<file path="config.mk">
export PLATFORM = sky130hd
export DESIGN_NAME = dcache_wbuf
export DESIGN_NICKNAME = d
export VERILOG_FILES = /design/src/rtl/dcache_wbuf.sv
export SDC_FILE = /design/constraint.sdc
export NUM_CORES = 1
export LEC_CHECK = 0
export BUFFER_PORTS_ARGS = -buffer_cell sky130_fd_sc_hd__buf_2
export CAP_MARGIN = 15
export CORE_ASPECT_RATIO = 1.5
export CORE_MARGIN = 2
export CORE_UTILIZATION = 60
export DETAILED_ROUTE_END_ITERATION = 6
export PLACE_DENSITY = 0.84
export SETUP_SLACK_MARGIN = 0.2
export SYNTH_ARGS = -nofsm -noshare
export SYNTH_HDL_FRONTEND = slang
export SYNTH_SLANG_ARGS = --single-unit
</file>
<file path="constraint.sdc">
create_clock -name clk -period 10.6 [get_ports clk]
set_input_delay 1.06 -clock clk [delete_from_list [all_inputs] [get_ports clk]]
set_output_delay 1.06 -clock clk [all_outputs]
set_load 0.01 [all_outputs]
</file>
<file path="src/rtl/dcache_wbuf.sv">
// rtl/dcache_wbuf.sv - dcache write buffer with byte merge, read forwarding and AXI drain
//
// Purpose: a circular FIFO of dirty lines between the dcache and the AXI write
// master. CPU writes merge into resident lines that are not in flight, or
// allocate at the tail. Lookups are forwarded from the youngest matching entry.
// The head entry drains over a ready/valid request followed by a write response.
//
// Ports:
//   clk, rst                 clock, synchronous active-high reset
//   cpu_wreq_i/awaddr/wdata/wstrb, cpu_wready_o     CPU line write (combinational ready)
//   cpu_rreq_i/araddr, read_hit_o/cpu_rdata_o/cpu_rstrb_o   lookup, registered result
//   axi_wen_o/awaddr/wdata/wstrb, axi_wready_i, axi_bvalid_i   drain of head entry
//   count_o                  number of valid entries
//   state                    {full, empty}
module dcache_wbuf #(
  parameter int DEPTH      = 4,
  parameter int LINE_WIDTH = 128,
  parameter int ADDR_WIDTH = 32,
  parameter int OFF_BITS   = $clog2(LINE_WIDTH/8)
) (
  input  logic                       clk,
  input  logic                       rst,
  input  logic                       cpu_wreq_i,
  input  logic [ADDR_WIDTH-1:0]      cpu_awaddr_i,
  input  logic [LINE_WIDTH-1:0]      cpu_wdata_i,
  input  logic [LINE_WIDTH/8-1:0]    cpu_wstrb_i,
  output logic                       cpu_wready_o,
  input  logic                       cpu_rreq_i,
  input  logic [ADDR_WIDTH-1:0]      cpu_araddr_i,
  output logic                       read_hit_o,
  output logic [LINE_WIDTH-1:0]      cpu_rdata_o,
  output logic [LINE_WIDTH/8-1:0]    cpu_rstrb_o,
  output logic                       axi_wen_o,
  output logic [ADDR_WIDTH-1:0]      axi_awaddr_o,
  output logic [LINE_WIDTH-1:0]      axi_wdata_o,
  output logic [LINE_WIDTH/8-1:0]    axi_wstrb_o,
  input  logic                       axi_wready_i,
  input  logic                       axi_bvalid_i,
  output logic [$clog2(DEPTH):0]     count_o,
  output logic [1:0]                 state
);

  localparam int NB = LINE_WIDTH/8;
  localparam int PW = $clog2(DEPTH);
  localparam int CW = PW + 1;
  localparam int TW = ADDR_WIDTH - OFF_BITS;

  typedef enum logic [1:0] {S_IDLE, S_REQ, S_WAIT_B} drain_t;
  drain_t st_q, st_d;

  logic [DEPTH-1:0]      valid_q;
  logic [TW-1:0]         tag_q  [DEPTH];
  logic [LINE_WIDTH-1:0] data_q [DEPTH];
  logic [NB-1:0]         strb_q [DEPTH];
  logic [PW-1:0]         head_q, tail_q;
  logic [CW-1:0]         count_q, count_d;
  logic                  full_q, empty_q;

  logic [TW-1:0] wtag, rtag;
  logic          whit, rhit;
  logic [PW-1:0] whit_idx, ridx;
  logic          wr_acc, alloc, merge, pop;

  // Offset bits never take part in a line compare.
  logic unused_off;
  assign unused_off = ^{cpu_awaddr_i[OFF_BITS-1:0], cpu_araddr_i[OFF_BITS-1:0]};

  assign wtag = cpu_awaddr_i[ADDR_WIDTH-1:OFF_BITS];
  assign rtag = cpu_araddr_i[ADDR_WIDTH-1:OFF_BITS];

  // The head is frozen once the drain FSM leaves IDLE, so it cannot be a write hit.
  always_comb begin
    whit     = 1'b0;
    whit_idx = '0;
    for (int i = 0; i < DEPTH; i++) begin
      if (valid_q[i] && tag_q[i] == wtag &&
          !(st_q != S_IDLE && head_q == PW'(i))) begin
        whit     = 1'b1;
        whit_idx = PW'(i);
      end
    end
  end

  // Valid entries are contiguous from head, so scanning head->tail and keeping
  // the last match selects the youngest copy of the line.
  always_comb begin
    logic [PW-1:0] idx;
    rhit = 1'b0;
    ridx = '0;
    idx  = '0;
    for (int k = 0; k < DEPTH; k++) begin
      idx = head_q + PW'(k);
      if (valid_q[idx] && tag_q[idx] == rtag) begin
        rhit = 1'b1;
        ridx = idx;
      end
    end
  end

  // Ready uses the registered full flag, so a same-cycle pop cannot open it.
  assign cpu_wready_o = whit || !full_q;
  assign wr_acc       = cpu_wreq_i && cpu_wready_o;
  assign alloc        = wr_acc && !whit;
  assign merge        = wr_acc && whit;
  assign pop          = (st_q == S_WAIT_B) && axi_bvalid_i;
  assign count_d      = count_q + CW'(alloc) - CW'(pop);

  always_comb begin
    st_d      = st_q;
    axi_wen_o = 1'b0;
    unique case (st_q)
      S_IDLE:   if (!empty_q) st_d = S_REQ;
      S_REQ: begin
        axi_wen_o = 1'b1;
        if (axi_wready_i) st_d = S_WAIT_B;
      end
      S_WAIT_B: if (axi_bvalid_i) st_d = S_IDLE;
      default:  st_d = S_IDLE;
    endcase
  end

  assign axi_awaddr_o = {tag_q[head_q], {OFF_BITS{1'b0}}};
  assign axi_wdata_o  = data_q[head_q];
  assign axi_wstrb_o  = strb_q[head_q];
  assign count_o      = count_q;
  assign state        = {full_q, empty_q};

  always_ff @(posedge clk) begin
    if (rst) begin
      st_q        <= S_IDLE;
      valid_q     <= '0;
      head_q      <= '0;
      tail_q      <= '0;
      count_q     <= '0;
      full_q      <= 1'b0;
      empty_q     <= 1'b1;
      read_hit_o  <= 1'b0;
      cpu_rdata_o <= '0;
      cpu_rstrb_o <= '0;
    end else begin
      st_q <= st_d;
      if (alloc) begin
        valid_q[tail_q] <= 1'b1;
        tag_q[tail_q]   <= wtag;
        data_q[tail_q]  <= cpu_wdata_i;
        strb_q[tail_q]  <= cpu_wstrb_i;
        tail_q          <= tail_q + 1'b1;
      end
      if (merge) begin
        for (int b = 0; b < NB; b++) begin
          if (cpu_wstrb_i[b]) data_q[whit_idx][b*8 +: 8] <= cpu_wdata_i[b*8 +: 8];
        end
        strb_q[whit_idx] <= strb_q[whit_idx] | cpu_wstrb_i;
      end
      if (pop) begin
        valid_q[head_q] <= 1'b0;
        head_q          <= head_q + 1'b1;
      end
      count_q <= count_d;
      full_q  <= (count_d == CW'(DEPTH));
      empty_q <= (count_d == '0);
      // Lookup samples contents before any same-cycle write lands.
      read_hit_o  <= cpu_rreq_i && rhit;
      cpu_rdata_o <= (cpu_rreq_i && rhit) ? data_q[ridx] : '0;
      cpu_rstrb_o <= (cpu_rreq_i && rhit) ? strb_q[ridx] : '0;
    end
  end

endmodule

</file>
# After elaboration in Yosys (flattened, before gate mapping)

Memories as Yosys holds them, arrays and structs flattened. A register that Yosys moved wholly into a read port is not among the register bits.
Index checks and enable logic that the tools add are counted.

Register bits after elaboration: 16
RAM bits: 688
Logic and storage cells: 201
Memories kept: 3

$add $sub $neg: 6
Magnitude comparators: 7
Eq/ne operators: 17
Mux-type cells: 117
Bitwise logic cells: 5
Reduce and logical (&&, ||, !) cells: 38

Memory list:

| name   | depth | width | rd ports | clocked after memory_dff | write ports | RTL line | RTL |
|---|---|---|---|---|---|---|---|
| data_q | 4     | 128   | 2        | 2                        | 1           | 53       | `logic [LINE_WIDTH-1:0] data_q [DEPTH];` |
| tag_q  | 4     | 28    | 8        | 1                        | 1           | 52       | `logic [TW-1:0] tag_q [DEPTH];` |
| strb_q | 4     | 16    | 3        | 2                        | 1           | 54       | `logic [NB-1:0] strb_q [DEPTH];` |

Operators by type and width:

| kind                                                                   | count |
|---|---|
| 28-bit == test                                                         | 8 |
| 128-bit two-way mux                                                    | 1 |
| 128-bit OR reduction                                                   | 1 |
| 1-bit two-way mux                                                      | 87 |
| 2-bit two-way mux                                                      | 17 |
| 16-bit two-way mux                                                     | 2 |
| 1-bit logical AND                                                      | 23 |
| 16-bit OR                                                              | 1 |
| 16-bit OR reduction                                                    | 1 |
| 2-bit by 3-bit < comparator with 1-bit output (second input constant)  | 5 |
| 4-bit two-way mux                                                      | 3 |
| 1-bit binary-select mux with 2-bit select                              | 4 |
| 2-bit == test (second input constant)                                  | 3 |
| 1-bit logical NOT                                                      | 6 |
| 2-bit inequality test (second input constant)                          | 3 |
| 2-bit one-hot mux with 3 select lines                                  | 1 |
| 2-bit by 1-bit adder with 2-bit output (second input constant)         | 2 |
| 2-bit adder (second input constant)                                    | 2 |
| 4-bit AND                                                              | 1 |
| 1-bit demux with 2-bit select                                          | 2 |
| 2-bit by 1-bit == test with 1-bit output (second input constant)       | 2 |
| 2-bit by 1-bit >= comparator with 1-bit output (second input constant) | 2 |
| 2-bit logical NOT                                                      | 2 |
| 4-bit inverter                                                         | 1 |
| other kinds (10)                                                       | 10 |

# Depth between registers and ports, before layout

Word-level depth: 16
Gate-level depth with buffers: 22

# Worst setup path before layout

No wires, ideal clock.

Kind: reg-to-reg
From: register head_q[1]
To: register cpu_rstrb_o[0] (read register of strb_q)
Arrival time: 4.507 ns
Required time: 10.530 ns
Slack: 6.023 ns
Stages on the path, launching flop included: 18
Buffers on the path: 6
Period minus slack after synthesis: 4.577 ns
Cell sequence: dfxtp_1 buf_2 buf_1 inv_1 ha_1 buf_2 clkbuf_1 mux4_2 xnor2_1 nand4_1 or2_1 o32ai_1 nor4b_4 a2111o_1 buf_2 buf_4 a211o_1 o2bb2ai_1

Word-level cells in the longest chain between the ends: 10
Elaborated cells between the ends (all ways): 30
Classes of those cells: add/sub (3); eq/ne (3); mux (16); bitwise (1); reduce/logical (6); memory (1)

Ends and longest elaborated chain:

| what                                                                                                | RTL line | RTL |
|---|---|---|
| start, declared                                                                                     | 55       | `logic [PW-1:0] head_q, tail_q;` |
| start signal, assigned                                                                              | 157      | `head_q <= head_q + 1'b1;` |
| 2-bit by 1-bit adder with 2-bit output or 1-bit binary-select mux with 2-bit select (tied branches) | 92, 93   |  |
| memory 4 x 28 bit (tied with other cells)                                                           | -        |  |
| 28-bit == test (tied with other cells)                                                              | 93       | `if (valid_q[idx] && tag_q[idx] == rtag) begin` |
| 1-bit logical AND or 1-bit two-way mux (tied branches)                                              | 93       |  |
| 1-bit two-way mux (3 in series)                                                                     | 93       |  |
| 1-bit logical AND                                                                                   | 165      | `cpu_rstrb_o <= (cpu_rreq_i && rhit) ? strb_q[ridx] : '0;` |
| 1-bit inverter (no source line)                                                                     | -        |  |
| 2-bit OR reduction (no source line)                                                                 | -        |  |
| end, declared                                                                                       | 32       | `output logic [LINE_WIDTH/8-1:0] cpu_rstrb_o,` |

Parallel ways exist; a longest one is shown, timed or not. The select of a mux whose other input is x is not followed.
A chain may end at the register's enable or synchronous reset.

# Worst setup path after layout

From: register head_q[0]
To: register cpu_rdata_o[29] (read register of data_q)

Word-level cells in the longest chain between the ends: 10
Elaborated cells between the ends (all ways): 30
Classes of those cells: add/sub (3); eq/ne (3); mux (16); bitwise (1); reduce/logical (6); memory (1)

Ends and longest elaborated chain:

| what                                                                                                | RTL line | RTL |
|---|---|---|
| 2-bit by 1-bit adder with 2-bit output or 1-bit binary-select mux with 2-bit select (tied branches) | 92, 93   |  |
| memory 4 x 28 bit (tied with other cells)                                                           | -        |  |
| 28-bit == test (tied with other cells)                                                              | 93       |  |
| 1-bit logical AND or 1-bit two-way mux (tied branches)                                              | 93       |  |
| 1-bit two-way mux (3 in series)                                                                     | 93       |  |
| 1-bit logical AND                                                                                   | 164      | `cpu_rdata_o <= (cpu_rreq_i && rhit) ? data_q[ridx] : '0;` |
| 1-bit inverter (no source line)                                                                     | -        |  |
| 2-bit OR reduction (no source line)                                                                 | -        |  |
| end, declared                                                                                       | 31       | `output logic [LINE_WIDTH-1:0] cpu_rdata_o,` |

Parallel ways exist; a longest one is shown, timed or not. The select of a mux whose other input is x is not followed.

==> results.sh <==
export IMPL_rows=124
export IMPL_die_area_um2=79050
export IMPL_slowest_delay_ns=0.76
export IMPL_worstHoldPathType="reg2reg"
export IMPL_clockPowerShare_pct=37.0
export IMPL_path_class="reg2reg"
export IMPL_fillers=5357
export IMPL_critPathMaxFanout=66
export IMPL_grt_pass1_wl_um=227000
export IMPL_core_area_um2=76180
export IMPL_hold_buffers=0
export IMPL_grt_overflow_total=0
export IMPL_dp_slack_ns=3.860
export IMPL_grt_max_degree=188
export IMPL_tightest_slew_ns=1.203
export IMPL_cts_resized=0
export IMPL_regArea_um2=23910
export IMPL_synth_cell_types=82
export IMPL_cp_end_kind="register"
export IMPL_cts_htree_levels=3
export IMPL_crit_family="buffers and inverters"
export IMPL_slew_headroom_pct=19.54
export IMPL_ys_async_sr_fraction_pct=0
export IMPL_total_power_w=0.008242
export IMPL_setup_ws_ns=3.511
export IMPL_numClockSinks=850
export IMPL_p_sw_w=0.002210
export IMPL_start_util_pct=60.47
export IMPL_ios=542
export IMPL_cts_made_buffers=79
export IMPL_crit_top_cell="buf_4"
export IMPL_ant_nets=0
export IMPL_antenna_found_initial=29
export IMPL_layout_drive_gt1_share_pct=25.13
export IMPL_dieWidth_um=230.2
export IMPL_report_final_hold_viol_count=0
export IMPL_portBuffers=529
export IMPL_crit_required_ns=11.19
export IMPL_switching_share_pct=26.81
export IMPL_clk_pin_slew_ns=0.08
export IMPL_setup_viol_count_final=0
export IMPL_grt_pass1_vias=34243
export IMPL_cp_start_kind="register"
export IMPL_netlist_area_leader_share_pct=44.85
export IMPL_multi_input_area_um2=20630
export IMPL_crit_slowest_cell="buf_4"
export IMPL_syn_to_final_growth_pct=12.49
export IMPL_routed_wl_um=159300
export IMPL_groute_usage_overall_pct=39.28
export IMPL_fin_setup_tns_ns=0
export IMPL_synthTopCellsByArea="edfxtp_1 45%, mux4_2 10%, mux2i_1 8.6%"
export IMPL_cp_num_buf_inv=6
export IMPL_p_seq_share_pct=47.6
export IMPL_ir_drop_mv=0.2038
export IMPL_finClkSkew_ns=0.02669
export IMPL_cp_arrival_ns=7.67
export IMPL_layout_min_cycle_time_ns=7.089
export IMPL_status="complete, but fails checks"
export IMPL_viasPerCell=7.167
export IMPL_violations="DRC"
export IMPL_num_vias=35341
export IMPL_yosys_top_cells_count="688 x edfxtp_1, 396 x mux2i_1, 296 x o22ai_1, 279 x a211oi_1, 208 x mux4_2"
export IMPL_drc_errors=1
export IMPL_clockBufferDepth=3
export IMPL_first_pass_iters=7
export IMPL_cts_tree="yes"
export IMPL_synth_seq_cells=850
export IMPL_yosys_warnings=0
export IMPL_clkLatencyLatePin_ns=0.66
export IMPL_synth_area_um2=46060
export IMPL_syn_inst=3514
export IMPL_cts_root_buf="clkbuf_16"
export IMPL_maxCapViolCount=0
export IMPL_seq_area_frac_synth_pct=51.89
export IMPL_slew_viol_final=0
export IMPL_fin_nets=4062
export IMPL_min_period_over_period_pct=66.88
export IMPL_crit_chain="buf_4 -> buf_4 -> mux4_2 -> nor2b_1 -> a311oi_1 -> and4_1 -> nand4_1 -> nor2_2 -> buf_4 -> o311ai_4 -> buf_4 -> inv_4 -> buf_4 -> o21a_1"
export IMPL_ys_dominant_reg_cell="edfxtp_1"
export IMPL_hpwlAfterDp_um=106300
export IMPL_synth_edf_count=688
export IMPL_yosysTopAreaCell="edfxtp_1"
export IMPL_powerDensity_nw_per_um2=159.1
export IMPL_post_cts_setup_buffer_count=0
export IMPL_wl_per_cell_um=32.31
export IMPL_yosysMostFrequentCell="edfxtp_1"
export IMPL_power_leakage_nw=18.94
export IMPL_clock_fmax_ghz=0.1411
export IMPL_die_y_um=343.3
export IMPL_place_congestion=1.147
export IMPL_initialDrtViolationCount=4175
export IMPL_comb_power_share_pct=15.3
export IMPL_syn_avg_cell_area_um2=13.11
export IMPL_internal_power_w=0.006032
export IMPL_rsz0062_at_grt="false"
-- flip-flops by register name (all words and copies together) (netlist names), named ones only --
signal / count
tag_q: 112
empty_q: 1
cpu_rdata_o: 128
cpu_rstrb_o: 16
strb_q: 64
full_q: 1
head_q: 2
valid_q: 4
count_o: 3
st_q: 2
data_q: 512
tail_q: 2
read_hit_o: 1
-- path summary, 6_finish.rpt --
path,cells past startpoint,end,from,slack [ns]
setup / recovery,14,cpu_rdata_o[29],head_q[0],3.51
hold / removal,2,st_q[0],empty_q,0.55
setup reg to reg,14,cpu_rdata_o[29],head_q[0],3.51
hold reg to reg,2,st_q[0],empty_q,0.55
-- stage by stage --
stage / hold WS (ns) / cell area, µm² / cells / util, %
floorplan: 0.5060 / 46070 / 3517 / -
global placement: 0.5377 / 48980 / 4763 / 64.30
detailed placement: 0.5498 / 48980 / 4763 / 64.30
CTS: 0.5608 / 51760 / 4910 / 67.94
global route: 0.6011 / 51800 / 4925 / 68.00
finish: 0.5497 / 51820 / 4931 / 68.02
-- worst reg2reg max path: cells and delay by family, from the launching register on --
kind,cells,cell delay (ns)
buffers and inverters,6,3.66
and+or+nand+nor,4,1.04
AOI/OAI and AO/OA,3,1.04
muxes,1,0.70
DFF,1,0.57
-- final cells by class --
cell class	count	share of cell area [%]
diodes	20	0.09659
clock buffers	105	4.298
clock inverters	42	1.062
inverters	22	0.1642
multi-input cells	2307	39.82
flip-flops and latches	850	46.15
well taps	1008	2.434
repair buffers	577	5.974
-- cell families after synthesis --
logic type,after synthesis,share of synthesized area [%]
adders and majority gates,11,0.3151
buffers and inverters,360,3.673
AOI/OAI and AO/OA,973,15.08
muxes,633,19.48
DFF,850,51.89
and+or+nand+nor,484,5.707
xor gates and xnor gates,202,3.841
other,1,0.008141
-- per-layer routing --
metal | GRT usage [%] | vias to the layer above | wire, µm
met5 | 0 | - | 160
met4 | 27.18 | 22 | 12730
met3 | 8.778 | 562 | 16390
met2 | 65.20 | 2542 | 77630
met1 | 45.53 | 17427 | 52420
li1 | - | 14788 | -
-- cells in the final DEF (no fill, tap or decap), types with 7 or more instances in the layout --
cell type and instances:
a211o_1 16, a211oi_1 279, a21oi_1 48, a22oi_1 12, a2bb2oi_1 8, and2_1 8, buf_12 7, buf_2 529
buf_4 41, bufinv_16 11, clkbuf_1 13, clkbuf_16 81, clkbuf_8 11, clkinv_1 8, clkinv_2 14, dfxtp_1 159
diode_2 20, edfxtp_1 688, ha_1 9, inv_1 20, mux2_2 28, mux2i_1 392, mux4_2 208, nand2_1 46
nand2b_1 132, nand3_1 19, nand4_1 53, nor2_1 126, nor2b_1 11, nor3_1 16, nor4_1 24, o211ai_1 10
o21a_1 145, o21ai_0 32, o21bai_1 17, o221ai_1 37, o22ai_1 296, o2bb2ai_1 21, xnor2_1 158, xor2_1 44
-- power by group through the flow --
stage / logic, W / clock network (W) / registers (W)
finish: 0.00126 / 0.00305 / 0.00392
global route: 0.00132 / 0.00318 / 0.00394
CTS: 0.00124 / 0.00306 / 0.00392
detailed placement: 0.00123 / 0 / 0.00399
global placement: 0.00121 / 0 / 0.00397
floorplan: 0.000774 / 0 / 0.00394
Power figures use the tool's default switching activity.
